**config.mk**
```make
export PLATFORM = sky130hd
export DESIGN_NAME = muldiv_sequencer
export DESIGN_NICKNAME = d
export VERILOG_FILES = /design/src/rtl/muldiv_sequencer.sv
export SDC_FILE = /design/constraint.sdc
export NUM_CORES = 1
export LEC_CHECK = 0
export ABC_AREA = 1
export BUFFER_PORTS_ARGS = -buffer_cell sky130_fd_sc_hd__buf_2
export CAP_MARGIN = 30
export CORE_MARGIN = 2
export CORE_UTILIZATION = 30
export DETAILED_ROUTE_END_ITERATION = 16
export PLACE_DENSITY = 0.55
export RECOVER_POWER = 100
export SLEW_MARGIN = 20
export SYNTH_ARGS = -nofsm -noshare
export SYNTH_HDL_FRONTEND = slang
export SYNTH_SLANG_ARGS = --single-unit
```
**constraint.sdc**
```tcl
create_clock -name clk -period 8.7 [get_ports clk]
set_input_delay 0.435 -clock clk [delete_from_list [all_inputs] [get_ports clk]]
set_output_delay 0.435 -clock clk [all_outputs]
set_load 0.03 [all_outputs]
```
**src/rtl/muldiv_sequencer.sv**
```systemverilog
// muldiv_sequencer: iterative MULT/MULTU/DIV/DIVU engine that owns HI/LO.
// One multiplier or quotient bit is resolved per CALC cycle. busy stalls
// the front of the pipeline while an operation is in flight.
module muldiv_sequencer #(
  parameter int WIDTH = 32
) (
  input  logic             clk,
  input  logic             reset,
  input  logic             start,
  input  logic [1:0]       op,
  input  logic [WIDTH-1:0] opA,
  input  logic [WIDTH-1:0] opB,
  input  logic             flush,
  input  logic             wrHI,
  input  logic             wrLO,
  input  logic [WIDTH-1:0] wrVal,
  output logic             busy,
  output logic             done,
  output logic             divZero,
  output logic [WIDTH-1:0] HI,
  output logic [WIDTH-1:0] LO
);

  localparam int CW = $clog2(WIDTH);

  localparam logic [1:0] IDLE = 2'd0;
  localparam logic [1:0] PREP = 2'd1;
  localparam logic [1:0] CALC = 2'd2;
  localparam logic [1:0] FIX  = 2'd3;

  logic [1:0]       state, nextState;
  logic [1:0]       opReg;
  logic [WIDTH-1:0] latA, latB;
  logic [WIDTH-1:0] opnd;
  logic [WIDTH-1:0] accHi, accLo;
  logic [CW-1:0]    cnt;
  logic             negQ, negR, zeroDiv;

  logic             isDiv, isSigned;
  logic [WIDTH-1:0] magA, magB;
  logic [WIDTH:0]   sum, shifted, diff;
  logic [2*WIDTH-1:0] prod, prodFix;
  logic [WIDTH-1:0] quotFix, remFix;

  assign busy = (state != IDLE);

  // Next-state: flush wins over everything, start only honoured in IDLE
  always_comb begin
    nextState = state;
    case (state)
      IDLE: if (start && !flush) nextState = PREP;
      PREP: nextState = CALC;
      CALC: if (cnt == '0) nextState = FIX;
      FIX:  nextState = IDLE;
      default: nextState = IDLE;
    endcase
    if (flush && state != IDLE) nextState = IDLE;
  end

  // Operand magnitudes, one iteration step for each algorithm, and sign fix-up
  always_comb begin
    isDiv    = opReg[1];
    isSigned = ~opReg[0];
    magA     = (isSigned && latA[WIDTH-1]) ? -latA : latA;
    magB     = (isSigned && latB[WIDTH-1]) ? -latB : latB;
    sum      = {1'b0, accHi} + (accLo[0] ? {1'b0, opnd} : '0);
    shifted  = {accHi, accLo[WIDTH-1]};
    diff     = shifted - {1'b0, opnd};
    prod     = {accHi, accLo};
    prodFix  = negQ ? -prod : prod;
    quotFix  = negQ ? -accLo : accLo;
    remFix   = negR ? -accHi : accHi;
  end

  // Controller state register
  always_ff @(posedge clk or posedge reset) begin
    if (reset) state <= IDLE;
    else       state <= nextState;
  end

  // Operand latch, sign bookkeeping and the shift-add / restoring datapath
  always_ff @(posedge clk or posedge reset) begin
    if (reset) begin
      opReg   <= '0;
      latA    <= '0;
      latB    <= '0;
      opnd    <= '0;
      accHi   <= '0;
      accLo   <= '0;
      cnt     <= '0;
      negQ    <= 1'b0;
      negR    <= 1'b0;
      zeroDiv <= 1'b0;
    end else begin
      case (state)
        IDLE: begin
          if (start && !flush) begin
            opReg <= op;
            latA  <= opA;
            latB  <= opB;
          end
        end
        PREP: begin
          negQ    <= isSigned & (latA[WIDTH-1] ^ latB[WIDTH-1]);
          negR    <= isSigned & latA[WIDTH-1];
          zeroDiv <= isDiv & (latB == '0);
          accHi   <= '0;
          accLo   <= isDiv ? magA : magB;
          opnd    <= isDiv ? magB : magA;
          cnt     <= CW'(WIDTH - 1);
        end
        CALC: begin
          cnt <= cnt - CW'(1);
          if (!isDiv) begin
            accHi <= sum[WIDTH:1];
            accLo <= {sum[0], accLo[WIDTH-1:1]};
          end else if (!diff[WIDTH]) begin
            accHi <= diff[WIDTH-1:0];
            accLo <= {accLo[WIDTH-2:0], 1'b1};
          end else begin
            accHi <= shifted[WIDTH-1:0];
            accLo <= {accLo[WIDTH-2:0], 1'b0};
          end
        end
        default: ;
      endcase
    end
  end

  // Architectural HI/LO plus the done/divZero pulses raised on FIX exit
  always_ff @(posedge clk or posedge reset) begin
    if (reset) begin
      HI      <= '0;
      LO      <= '0;
      done    <= 1'b0;
      divZero <= 1'b0;
    end else begin
      done    <= 1'b0;
      divZero <= 1'b0;
      if (state == FIX && !flush) begin
        done    <= 1'b1;
        divZero <= zeroDiv;
        if (!isDiv) begin
          HI <= prodFix[2*WIDTH-1:WIDTH];
          LO <= prodFix[WIDTH-1:0];
        end else if (!zeroDiv) begin
          HI <= remFix;
          LO <= quotFix;
        end
      end else if (state == IDLE && !start) begin
        if (wrHI) HI <= wrVal;
        if (wrLO) LO <= wrVal;
      end
    end
  end

endmodule

```
Yosys cells after proc, flatten, opt, wreduce, memory -nomap -nowiden --
Cells that the tools add are included.
Word-level totals: register bits after elaboration 238, output and inout bits 67, logic and storage cells 85, input bits 104
Operators by class: bitwise gates (word level) 5, add/subtract/negate cells 8, equality and inequality tests 6, reductions and logical operators 20, muxes and demuxes 31
Operators with widths (number):
- $mux 32 | 20
- $neg 32->32 | 4
- $pmux 32 s2 | 2
- $mux 64 | 1
- $neg 64->64 | 1
- $add 32x32->33 | 1
- $sub 33x32->33 | 1
- $logic_not 32->1 | 1
- $pmux 5 s2 | 1
- $reduce_bool 2->1 | 5
- $ne 3x3->1 const B | 3
- $pmux 2 s4 | 1
- $logic_and 1x1->1 | 6
- $mux 2 | 3
- $reduce_and 3->1 | 2
- $logic_not 5->1 | 1
- $sub 5x1->5 const B | 1
- $eq 2x2->1 const B | 2
- $reduce_and 2->1 | 2
- $and 1x1->1 | 3
- $mux 1 | 3
- $eq 2x1->1 const B | 1
- $logic_not 1->1 | 2
- $logic_not 2->1 | 1
- other kinds (2) | 2

Depth between registers and ports, before layout --
depth in word-level cells 5, depth in mapped cells 20, mapped depth without buffers 19

Worst setup path after synthesis --
Ideal clock, no wire load.
kind flip-flop to flip-flop, start point register accLo[31], end point register accHi[0], buffers on the path 2, setup slack 6.337 ns, cell stages (with the launch flop) 20, clock period less this slack 2.363 ns, required time 8.580 ns, arrival time 2.243 ns, setup time 0.120 ns, cell sequence dfrtp_1 -> inv_1 -> ha_1 -> fa_1 -> inv_1 -> nand2_1 -> nand2_1 -> nand3_1 -> nand2_2 -> nand2_2 -> nand2_2 -> nand2_2 -> nand2_2 -> nand2_2 -> nand2_2 -> buf_6 -> buf_8 -> nor2_1 -> o21ai_1 -> nand2_1
Between the ends: longest elaborated chain between the ends 4
RTL lines:
- from (decl) | line 35 | logic [WIDTH-1:0] accHi, accLo;
- from (signal assigned) | line 108 | accLo <= isDiv ? magA : magB;
- from (signal assigned) | line 116 | accLo <= {sum[0], accLo[WIDTH-1:1]};
- from (signal assigned) | line 119 | accLo <= {accLo[WIDTH-2:0], 1'b1};
- $sub 33x32->33 | line 68 | diff = shifted - {1'b0, opnd};
- $mux 32 * | line 117 | end else if (!diff[WIDTH]) begin
- $mux 32 * | line 114 | if (!isDiv) begin
- $pmux 32 s2 * | line 95 | case (state)
- to (signal assigned) | line 115 | accHi <= sum[WIDTH:1];
- to (signal assigned) | line 118 | accHi <= diff[WIDTH-1:0];
- to (signal assigned) | line 121 | accHi <= shifted[WIDTH-1:0];
- to (decl) | line 35
Every way passes the cells marked *; elsewhere a longest branch is shown, timed or not. A chain may end at the register's enable or synchronous reset.

Final worst setup path --
start point register opReg[1], end point register LO[14]
Between the ends: longest elaborated chain between the ends 2, elaborated cells between the ends (all ways) 4, classes of those cells 1 x eq/ne; 2 x mux; 1 x reduce/logical
RTL lines:
- from (decl) | line 32 | logic [1:0] opReg;
- from (signal assigned) | line 98 | opReg <= op;
- $ne 3x3->1 (no line) or $mux 32 (tied branches)
- $reduce_and 3->1 (no line) or $mux 32 (tied branches)
- to (signal assigned) | line 145 | LO <= prodFix[WIDTH-1:0];
- to (signal assigned) | line 148 | LO <= quotFix;
- to (signal assigned) | line 152 | if (wrLO) LO <= wrVal;
- to (decl) | line 21 | output logic [WIDTH-1:0] LO
Parallel ways exist; a longest one is shown, timed or not.

==> run metrics <==
Max Freq approximately 0.18 GHz; Final nets 3,629; # DRC 0; # setup viols final 0; I/O pin count about 170; Post-synth EDFFs 0; Post-Synthesis Cells 3,343; core area 0.0673 mm^2; total CTS buffers 30; largest area contributor in the netlist dfrtp_1; first-pass GRT wire length around 130,000 um; gr busiest metal met2; Tmin final 5600 ps; worst rel slew slack -100%; Vias/cell 5.14; initial antenna violation count 0; Sum Neg Setup Slack 0 ps; Critical Path Fanout Max 84; post-DP HPWL 66,100 um; period utilisation layout 64.3%; Clk pin slew, worst setup/hold paths 60 ps; RD Place Congestion 0.980; Leakage approximately 12 nW; CP endpoint kind flop; postcts setup bufs 0; placed inst area 0.0220 mm^2; DR vias around 22,000; Final Hold Vio Count 0; Worst Tran Pin Value 3000 ps; CTS tree yes; drt wl/cell 19.2 um; CP arrival 6120 ps; PD cells ~470 mW/mm^2; share of layout cells above drive strength 1 approximately 6.6%; yosys warns 0; list of most frequent post-synthesis cells nand2_1 (976), inv_1 (469), nor2_1 (414); Tot GR Track Use about a quarter; Max Clock Skew 16.3 ps; register area share after synthesis between 20% and 30%; largest cells by area after synthesis dfrtp_1 (29%), nand2_1 (18%), inv_1 (8.6%), nand3_1 (8.0%), nor2_1 (7.6%); Critical Path Source Type flop; Async SR Flop Fraction 100%; Worst EP required between 9000 and 10,000 ps; DRT Pass-1 Iters 6; Max Cap Viol 9; Die Footprint 0.0701 mm^2; met2 Use GR 36.5%; XOR/XNOR Fraction of Synth Area 2.28%; Site Rows 95; syn_nets 3,523; post-synthesis mux area share 0.276%; fin area 0.0230 mm^2; iteration-0 DRC count of the detailed router roughly 2,400; Worst-Skew Late Latency 590 ps; Initial Utilization 30.3%; met1 Use GR 34.7%; top-count cell post-synth nand2_1; Post-CTS Resized 0; IO buf count 170; kind of critical path flop to flop; most common flop cell mapped by yosys dfrtp_1; Layout fillers approximately 7,700; gr ovfl total 0; flops & latches, synth 238; largest net degree at the start of global routing 128; Die Wd 265 um; H-Tree Depth 1; Hold Crit Class primary input to flop; Post-Synth Simple-Gate Area 37.8%; Routed Wire Length 83,500 um; clk sink count 238; RSZ-0062 raised after global routing false; largest family of logic cells by synthesized area simple AND/OR/NAND/NOR gates; compound-gate portion of the synthesized area 14.3%; failing checks capacitance limit, slew limit; clock buffer depth 3; status finished with violations; Area Growth Syn to Fin 12.6%; area share of fa/ha/maj cells after synthesis 4.74%; CTS Root Cell clkbuf_16; Cell Area, Synth between 0.02 and 0.025 mm^2; Die Ht 265 um; Slew Viols, Final 412; Final ANT Viol Nets 0; Yosys cell types 51; met3 Track Usage GR 2.19%; Ant. Diodes 0; Yosys top cell area share between 20% and 30%; Max VDD drop between 0.15 and 0.2 mV; vias in the first global route 20,500; Syn Area/Cell 6.10 um^2
critical path, stage by stage, from the launching register on:
cell     delay [ps]
dfrtp_1        2000
a21oi_1         290
o21ai_0        2120
buf_4           510
inv_1           260
nand3_1         170
o21a_1          140
through the flow:
step	power, mW	hold WS [ps]	utilization (%)	worst slack [ps]	std cells
2_1_floorplan	7.02	451	-	1730	3343
3_3_place_gp	9.31	461	32.7	5320	4286
3_5_place_dp	9.34	469	32.8	5360	4287
4_1_cts	10.7	59.5	34.3	5330	4340
5_1_grt	11.6	71.9	34.1	2550	4343
6_report	10.7	78.3	34.1	3100	4343
logic make-up (layout without fill, tap and decap cells):
kind of cell | count (synthesis) | in the layout
muxes | 5 | 5
AOI/OAI and AO/OA | 524 | 524
buffers and inverters | 602 | 729
adders and majority gates | 76 | 76
and+or+nand+nor | 1845 | 1845
xor gates and xnor gates | 53 | 53
DFF | 238 | 238
worst paths after layout:
check                           startpoint  endpoint  cells after the start  slack [ps]
worst max-delay path              opReg[1]    LO[14]                      6        3100
max in group asynchronous            reset     HI[4]                      4        6650
worst min-delay path               opA[10]  latA[10]                      2          80
worst min register to register       LO[0]     LO[0]                      2         490
worst max register to register    opReg[1]    LO[14]                      6        3100
min in group asynchronous            reset  latA[30]                      3         760
layout by cell type (no fill, tap or decap), drive strengths merged, types with 21 or more instances in the layout:
master,count
a31oi,34
xor2,42
buf,113
nand4,33
clkbuf,120
o21ai,171
nand3b,21
dfrtp,238
nor3,25
nand3,332
ha,74
nor2,423
inv,479
a21oi,232
nand2,994
report_power, final:
part | switching (mW) | internal (mW) | total, mW
sequential | 0.821 | 1.64 | 2.46
clock | 0.536 | 0.772 | 1.31
combinational | 4.93 | 2.04 | 6.97
repair_timing:
action | in CTS | in global routing
endpoints found under the setup margin | 0 | 0
hold buffers | 0 | 1
endpoints found under the hold margin | 0 | 28
per-layer routing:
layer | up-vias | wire length, um
met4 | 0 | 1780
met3 | 99 | 5560
met2 | 862 | 36900
li1 | 10900 | -
met1 | 10400 | 39200
met5 | - | 0
state kept, by name, indices dropped and copies added (netlist names), 2 cells and up:
name,flops
latA,32
cnt,5
opReg,2
LO,32
state,2
accHi,32
opnd,32
accLo,32
latB,32
HI,32
final cells by class:
class                   count  area, um^2  share of cell area (%)
inverters                 485        1820                    7.94
clock buffers              43         900                    3.92
multi-input cells        2503       12100                    52.8
repair buffers            191         957                    4.17
clock inverters            10         120                   0.523
well taps                 873        1090                    4.76
flip-flops and latches    238        5960                    25.9
(Power assumes the default switching activity.)
